[src/rtl/cpu_control_fsm.sv]
// -----------------------------------------------------------------------------
// cpu_control_fsm
// Instruction sequencer for a 16-entry register file. Accepts one 16-bit
// instruction per valid/ready handshake, then walks through register reads, an
// ALU step, a single writeback, a whole-file clear or a display latch. It issues
// one register-file access per cycle.
//
// Instruction format: [15:13] opcode, [12:9] dest, [8:5] src1, [4:0] imm
// (src2 = [3:0]).
//
// Ports
//   clock_i          rising-edge clock
//   reset_ni         asynchronous active-low reset
//   instr_valid_i    instr_i holds a valid instruction
//   instr_i          instruction word
//   instr_ready_o    high only while idle
//   busy_o           high in every state except idle
//   done_o           one-cycle pulse when the instruction retires
//   rf_addr_o        register index for the current read or write
//   rf_rdata_i       combinational read data of register[rf_addr_o]
//   rf_we_o          write strobe (rf_wdata_o -> register[rf_addr_o])
//   rf_wdata_o       write data
//   rf_clear_o       one-cycle strobe that zeroes the whole register file
//   display_value_o  last value fetched by DISPLAY
//   flag_ovf_o       carry / borrow / product overflow of the last arithmetic op
// -----------------------------------------------------------------------------
module cpu_control_fsm #(
  parameter int DATA_W = 16,
  parameter int ADDR_W = 4,
  parameter int IMM_W  = 5
) (
  input  logic              clock_i,
  input  logic              reset_ni,
  input  logic              instr_valid_i,
  input  logic [15:0]       instr_i,
  output logic              instr_ready_o,
  output logic              busy_o,
  output logic              done_o,
  output logic [ADDR_W-1:0] rf_addr_o,
  input  logic [DATA_W-1:0] rf_rdata_i,
  output logic              rf_we_o,
  output logic [DATA_W-1:0] rf_wdata_o,
  output logic              rf_clear_o,
  output logic [DATA_W-1:0] display_value_o,
  output logic              flag_ovf_o
);

  typedef enum logic [2:0] {
    S_IDLE, S_RD_A, S_RD_B, S_EXEC, S_WRITE, S_CLR, S_DISP, S_DONE
  } state_e;

  typedef enum logic [2:0] {
    OP_LOAD, OP_ADD, OP_ADDI, OP_SUB, OP_SUBI, OP_MUL, OP_CLEAR, OP_DISPLAY
  } opcode_e;

  state_e            state_q, state_d;
  logic [15:0]       instr_q, instr_d;
  logic [DATA_W-1:0] op_a_q, op_a_d;
  logic [DATA_W-1:0] op_b_q, op_b_d;
  logic [DATA_W-1:0] result_q, result_d;
  logic [DATA_W-1:0] display_q, display_d;
  logic              flag_ovf_q, flag_ovf_d;

  // Fields of the latched instruction.
  opcode_e           opcode;
  logic [ADDR_W-1:0] dest, src1, src2;
  logic [DATA_W-1:0] imm_ext;

  assign opcode  = opcode_e'(instr_q[15:13]);
  assign dest    = instr_q[12:9];
  assign src1    = instr_q[8:5];
  assign src2    = instr_q[3:0];
  assign imm_ext = {{(DATA_W-IMM_W){1'b0}}, instr_q[IMM_W-1:0]};

  // ALU. Immediate forms take the zero-extended imm as the second operand
  // instead of a register read, so they skip RD_B.
  logic [DATA_W-1:0]   alu_b;
  logic [DATA_W:0]     sum;
  logic [DATA_W-1:0]   diff;
  logic                borrow;
  logic [2*DATA_W-1:0] prod;

  assign alu_b  = (opcode == OP_ADDI || opcode == OP_SUBI) ? imm_ext : op_b_q;
  assign sum    = {1'b0, op_a_q} + {1'b0, alu_b};
  assign diff   = op_a_q - alu_b;
  assign borrow = (op_a_q < alu_b);
  assign prod   = {{DATA_W{1'b0}}, op_a_q} * {{DATA_W{1'b0}}, alu_b};

  assign display_value_o = display_q;
  assign flag_ovf_o      = flag_ovf_q;

  always_comb begin
    // NOTE: every signal written here gets a default first, so no path through
    // the case statement can leave one unassigned and infer a latch.
    state_d       = state_q;
    instr_d       = instr_q;
    op_a_d        = op_a_q;
    op_b_d        = op_b_q;
    result_d      = result_q;
    display_d     = display_q;
    flag_ovf_d    = flag_ovf_q;
    instr_ready_o = 1'b0;
    busy_o        = 1'b1;
    done_o        = 1'b0;
    rf_addr_o     = '0;
    rf_we_o       = 1'b0;
    rf_wdata_o    = '0;
    rf_clear_o    = 1'b0;

    unique case (state_q)
      S_IDLE: begin
        instr_ready_o = 1'b1;
        busy_o        = 1'b0;
        if (instr_valid_i) begin
          instr_d = instr_i;
          case (opcode_e'(instr_i[15:13]))
            OP_LOAD:    state_d = S_WRITE;
            OP_CLEAR:   state_d = S_CLR;
            OP_DISPLAY: state_d = S_DISP;
            default:    state_d = S_RD_A;
          endcase
        end
      end
      S_RD_A: begin
        rf_addr_o = src1;
        op_a_d    = rf_rdata_i;
        state_d   = (opcode == OP_ADDI || opcode == OP_SUBI) ? S_EXEC : S_RD_B;
      end
      S_RD_B: begin
        rf_addr_o = src2;
        op_b_d    = rf_rdata_i;
        state_d   = S_EXEC;
      end
      S_EXEC: begin
        case (opcode)
          OP_ADD, OP_ADDI: begin
            result_d   = sum[DATA_W-1:0];
            flag_ovf_d = sum[DATA_W];
          end
          OP_SUB, OP_SUBI: begin
            result_d   = diff;
            flag_ovf_d = borrow;
          end
          OP_MUL: begin
            result_d   = prod[DATA_W-1:0];
            flag_ovf_d = |prod[2*DATA_W-1:DATA_W];
          end
          default: ;
        endcase
        state_d = S_WRITE;
      end
      S_WRITE: begin
        rf_we_o    = 1'b1;
        rf_addr_o  = dest;
        // LOAD reaches WRITE straight from IDLE; its data is the immediate.
        rf_wdata_o = (opcode == OP_LOAD) ? imm_ext : result_q;
        state_d    = S_DONE;
      end
      S_CLR: begin
        rf_clear_o = 1'b1;
        state_d    = S_DONE;
      end
      S_DISP: begin
        rf_addr_o = dest;
        display_d = rf_rdata_i;
        state_d   = S_DONE;
      end
      S_DONE: begin
        done_o  = 1'b1;
        state_d = S_IDLE;
      end
      default: state_d = S_IDLE;
    endcase
  end

  always_ff @(posedge clock_i or negedge reset_ni) begin
    if (!reset_ni) begin
      state_q    <= S_IDLE;
      instr_q    <= '0;
      op_a_q     <= '0;
      op_b_q     <= '0;
      result_q   <= '0;
      display_q  <= '0;
      flag_ovf_q <= 1'b0;
    end else begin
      // NOTE: non-blocking assignments so every register samples values from
      // before this edge, independent of statement order.
      state_q    <= state_d;
      instr_q    <= instr_d;
      op_a_q     <= op_a_d;
      op_b_q     <= op_b_d;
      result_q   <= result_d;
      display_q  <= display_d;
      flag_ovf_q <= flag_ovf_d;
    end
  end

endmodule

[config.mk]
export PLATFORM = sky130hd
export DESIGN_NAME = cpu_control_fsm
export DESIGN_NICKNAME = d
export VERILOG_FILES = /design/src/rtl/cpu_control_fsm.sv
export SDC_FILE = /design/constraint.sdc
export NUM_CORES = 1
export LEC_CHECK = 0
export CAP_MARGIN = 20
export CORE_UTILIZATION = 48
export DETAILED_ROUTE_END_ITERATION = 12
export HOLD_SLACK_MARGIN = 0.12
export PLACE_DENSITY = 0.62
export SLEW_MARGIN = 30
export SYNTH_ARGS = -nofsm -noshare
export SYNTH_HDL_FRONTEND = slang
export SYNTH_SLANG_ARGS = --single-unit
[constraint.sdc]
create_clock -name clock_i -period 9.86 [get_ports clock_i]
set_input_delay 1.972 -clock clock_i [delete_from_list [all_inputs] [get_ports clock_i]]
set_output_delay 1.972 -clock clock_i [all_outputs]
set_load 0.01 [all_outputs]
======== After elaboration in Yosys (flattened, before gate mapping) ========
Cells that the tools add are included.
word-level totals
  register bits after elaboration ......... 84
  input bits .............................. 35
  output and inout bits ................... 42
  logic and storage cells ................. 53
operators by class
  $add $sub $neg .......................... 2
  $mul .................................... 1
  order comparisons ....................... 1
  eq/ne operators ......................... 15
  multiplexer cells ....................... 15
  reductions and logical operators ........ 12
operators with widths
  operator            number
  $mux 16             3
  $pmux 16 s3         1
  $mul 16x16->32      1
  $eq 3x3->1 const B  8
  $pmux 3 s6          1
  $add 16x16->17      1
  $lt 16x16->1        1
  $reduce_or 16->1    1
  $sub 16x16->16      1
  $eq 3x2->1 const B  4
  $pmux 4 s3          1
  $logic_not 3->1     3
  $pmux 3 s3          1
  $eq 3x1->1 const B  2
  $mux 1              6
  $reduce_or 2->1     3
  $reduce_and 2->1    2
  $mux 3              1
  $pmux 1 s3          1
  $reduce_bool 3->1   1
  $reduce_or 3->1     1
  $ne 2x2->1 const B  1
  $logic_or 1x1->1    1

======== Longest topological paths before layout ========
  depth after elaboration ................. 6
  mapped depth ............................ 31
  depth with buffers taken out ............ 26

======== Worst setup path after synthesis ========
Ideal clock, no wire load.
  path kind ............................... reg-to-reg
  start point ............................. register instr_q[15]
  end point ............................... register flag_ovf_q, in the netlist flag_ovf_o
  data arrival time ....................... 6.910 ns
  path slack .............................. 2.826 ns
  stages on the path, launching flop included .. 28
  path through ............................ dfrtp_1 -> clkbuf_1 -> xor2_1 -> nand2b_1 -> clkbuf_1 -> clkbuf_1 -> and2_1 -> clkbuf_1 -> ha_1 -> inv_1 -> fa_1 -> fa_1 -> fa_1 -> fa_1 -> fa_1 -> fa_1 -> inv_1 -> ha_1 -> buf_2 -> nand2_1 -> nor4_1 -> nand4_1 -> nand3_2 -> a221oi_2 -> mux2i_1 -> or4_1 -> nor4_2 -> nor2_1
between the ends
  cells in the longest elaborated chain, start to end .. 6
  elaborated cells between the ends (all ways) .. 16
  classes of those cells .................. add/sub (1); mul (1); order compare (1); eq/ne (5); mux (2); reduce/logical (6)
RTL lines
  element                                   RTL line  source
  from (decl)                               57        logic [15:0] instr_q, instr_d;
  from (signal assigned)                    189       instr_q <= instr_d;
  $eq 3x2->1 or $eq 3x3->1 (tied branches)  83, 135
  $logic_or 1x1->1                          83        assign alu_b = (opcode == OP_ADDI || opcode == OP_SUBI) ? imm_ext : op_b_q;
  $mux 16                                   83
  $mul 16x16->32                            87        assign prod = {{DATA_W{1'b0}}, op_a_q} * {{DATA_W{1'b0}}, alu_b};
  $reduce_or 16->1                          146       flag_ovf_d = |prod[2*DATA_W-1:DATA_W];
  $pmux 1 s3                                135       case (opcode)
  to (signal assigned)                      194       flag_ovf_q <= flag_ovf_d;
  to (decl)                                 62        logic flag_ovf_q, flag_ovf_d;
Several ways; a longest one is shown, not always the timed one.
A chain may end at the register's enable or synchronous reset.

======== Final worst setup path ========
Same ends and word-level chain as after synthesis.

==> metrics.txt <==
CP endpoint kind=flip-flop; register area share after synthesis=0.151; initial detailed-routing violation count=726; Max FO, Critical Path=46; endpoints failing hold=0; CTS tree=done; # rows=61; Final min period=8.06 ns; Core Area=~28,000 sq um; first-pass iteration count of the detailed router=5; maxcap violations=0; synth warn=0; Worst-Skew Late Latency=0.35 ns; WL final=a little under 40 mm; Mapped Cells=1,555; Storage cell area=approximately 2100 sq um; RSZ-0062 raised after global routing=false; Post-Synthesis Cell Area=approximately 14,000 sq um; Max Fclk=124 MHz; Clock Root Buffer=clkbuf_16; clock-pin slew on the worst setup and hold paths=0.08 ns; dpl hpwl=30.4 mm; final setup fails=0; Worst R2R Start=instr_q[15]$_DFFE_PN0P_; Hold-fix buffers, CTS=0; vias in the first global route=11,600; clock sinks=between 80 and 90; # IOs=slightly below 80; Synth Flop Type=dfrtp_1; GPL Wtd Cong=roughly 0.9; Synth cell types=between 70 and 80; initial antenna violation count=0; gr usage total=0.278; syn_area_per_cell=approximately 9 sq um; input/output buffers=76; Die H=172 um; CP arrival=8.28 ns; area delta synth->final=9.20%; CTS resizes=0; Sum Neg Setup Slack=0 ns; crit-path most repeated cell=fa_1; routed length per placed instance=around 20 um; FF+latch count, synth=between 80 and 90; DRT antenna net count=0; total number of vias=roughly 11,000; post-CTS setup buffer count=0; NumNets Final=1,938; Post-Syn Nets=a little under 2,000; Startpoint Class=flip-flop; critical path class=reg2reg; CP max-delay cell=fa_1; Critical Path RT=~10 ns; Worst slew margin=0.352; measured slew at the worst slew-check pin=0.968 ns; layout cells sized above 1=0.0737; antenna diode count=0; largest net degree at the start of global routing=85; worst min-delay path class=reg2reg; post-synthesis async set-or-reset flop share=1.00; Remaining DRCs=0; Die Width=between 150 and 200 um; EDFF count, synth=0; Hold Startpoint=result_q[9]$_DFFE_PN0P_; layout filler cell count=2,683; CTS H-tree depth=3; design area=around 15,000 sq um; CTS buffer count=9; Max Clock Skew=0.0139 ns; first-pass GRT wire length=62.8 mm; GRT overflow=0; status=complete, no violations; DR vias/cell=5.73; dpl cell area=between 10,000 and 15,000 sq um; worst path cell trace=xor2_1, nand2b_2, buf_4, and2_1, ha_1, inv_1, fa_1, fa_1, fa_1, fa_1, fa_1, fa_1, inv_1, ha_1, a21oi_1, o21bai_1, a21oi_1, nand3_2, a221oi_2, mux2i_1, or4_1, nor4_2, nor2_1; clk buf depth=2; Initial Util=0.494; Die ar.=~30,000 sq um; crit share post-route=0.817; area of the multi-input gates=10,600 sq um; Max stage delay on crit path=0.58 ns; CP Launch Point=instr_q[15]$_DFFE_PN0P_; fin. max-slew vios=0
## kinds of logic (layout without fill, tap and decap cells)
group,Yosys count,after routing,synth area share
fa+ha+maj,333,333,0.405
buf+inv,318,338,0.0877
simple gates,479,479,0.163
compound gates,248,248,0.122
xor+xnor,21,21,0.0132
flops,84,84,0.151
mux,72,72,0.0582
## layout make-up
type                       count  share of cell area
timing repair buffer          81              0.0526
tap                          378              0.0311
inverter                     241              0.0595
clock inverter                 6             0.00502
multi-input combinational   1153               0.698
clock buffer                  10              0.0157
sequential                    84               0.138
## metrics by stage
step,utilization,std cells,hold slack [ns],setup slack [ns]
3_5_place_dp,0.528,1937,0.477,1.87
6_report,0.539,1953,0.487,1.80
5_1_grt,0.539,1953,0.527,1.36
2_1_floorplan,-,1555,0.439,2.83
4_1_cts,0.539,1953,0.496,1.87
3_3_place_gp,0.528,1937,0.460,1.94
## final timing paths
kind	to	slack (ns)	cells after the start
hold reg to reg	result_q[9]$_DFFE_PN0P_	0.49	2
setup reg to reg	flag_ovf_o$_DFFE_PN0P_	1.80	23
hold / removal	result_q[9]$_DFFE_PN0P_	0.49	2
max in group asynchronous	result_q[5]$_DFFE_PN0P_	7.64	1
setup / recovery	flag_ovf_o$_DFFE_PN0P_	1.80	23
min in group asynchronous	instr_q[5]$_DFFE_PN0P_	1.68	1
## registers in the layout, indices dropped and copies added, names as in the netlist
name and cells:
display_value_o 16, flag_ovf_o 1, instr_q 16, op_a_q 16, op_b_q 16, result_q 16, state_q 3
## critical path, delay by kind of cell (launching register included)
kind / cells / cell delay [ns]
mux: 1 / 0.14
simple gates: 6 / 1.94
buf+inv: 3 / 0.61
flops: 1 / 0.48
fa+ha+maj: 8 / 3.58
xor+xnor: 1 / 0.21
compound gates: 4 / 0.98
## synthesized netlist by cell type, types with 9 or more instances
| cell | number | area [sq um] |
|---|---|---|
| o21ai_1 | 13 | 65.1 |
| o221ai_1 | 9 | 78.8 |
| nand2_1 | 206 | 773 |
| inv_1 | 240 | 901 |
| a21o_1 | 13 | 97.6 |
| nand3_1 | 16 | 80.1 |
| xor2_1 | 9 | 78.8 |
| mux2_2 | 71 | 800 |
| nor3_1 | 12 | 60.1 |
| and2_1 | 47 | 294 |
| fa_1 | 196 | 3920 |
| buf_2 | 9 | 45.0 |
| ha_1 | 137 | 1710 |
| clkbuf_1 | 65 | 244 |
| a21oi_1 | 59 | 295 |
| dfrtp_1 | 84 | 2100 |
| and3_1 | 71 | 444 |
| nor2_1 | 84 | 315 |
| xnor2_1 | 12 | 105 |
| a31oi_1 | 12 | 75.1 |
| o21ai_0 | 44 | 220 |
| nand2b_1 | 10 | 62.6 |
## layout by cell type (no fill, tap or decap), types with 7 or more instances in the layout
cell | netlist | layout
nor3_1 | 12 | 11
and2_1 | 47 | 47
a31oi_1 | 12 | 12
o211ai_1 | 7 | 7
ha_1 | 137 | 137
dfrtp_1 | 84 | 84
a21oi_1 | 59 | 59
nand2_1 | 206 | 206
mux2_2 | 71 | 71
clkbuf_16 | 0 | 9
nand3_1 | 16 | 16
o221ai_1 | 9 | 9
a22oi_1 | 8 | 8
and3_1 | 71 | 71
fa_1 | 196 | 196
a211oi_1 | 8 | 8
o22ai_1 | 8 | 8
clkdlybuf4s50_1 | 0 | 75
o21ai_1 | 13 | 13
nor2_1 | 84 | 84
xnor2_1 | 12 | 12
o21a_1 | 7 | 7
o21ai_0 | 44 | 44
a21o_1 | 13 | 13
xor2_1 | 9 | 9
nand2b_1 | 10 | 9
inv_1 | 240 | 240
## metal layers
metal  vias to the layer above  part of all wire  global-route usage
met5                         -                 0                   0
met1                      5658              0.45               0.383
met4                         0             0.029              0.0816
met3                        51             0.058              0.0396
met2                       349              0.47               0.455
li1                       5130                 -                   -
Power is left out: the tool's default activity adds up to more than one toggle a clock period on the data nets, which glitch-free logic cannot reach.
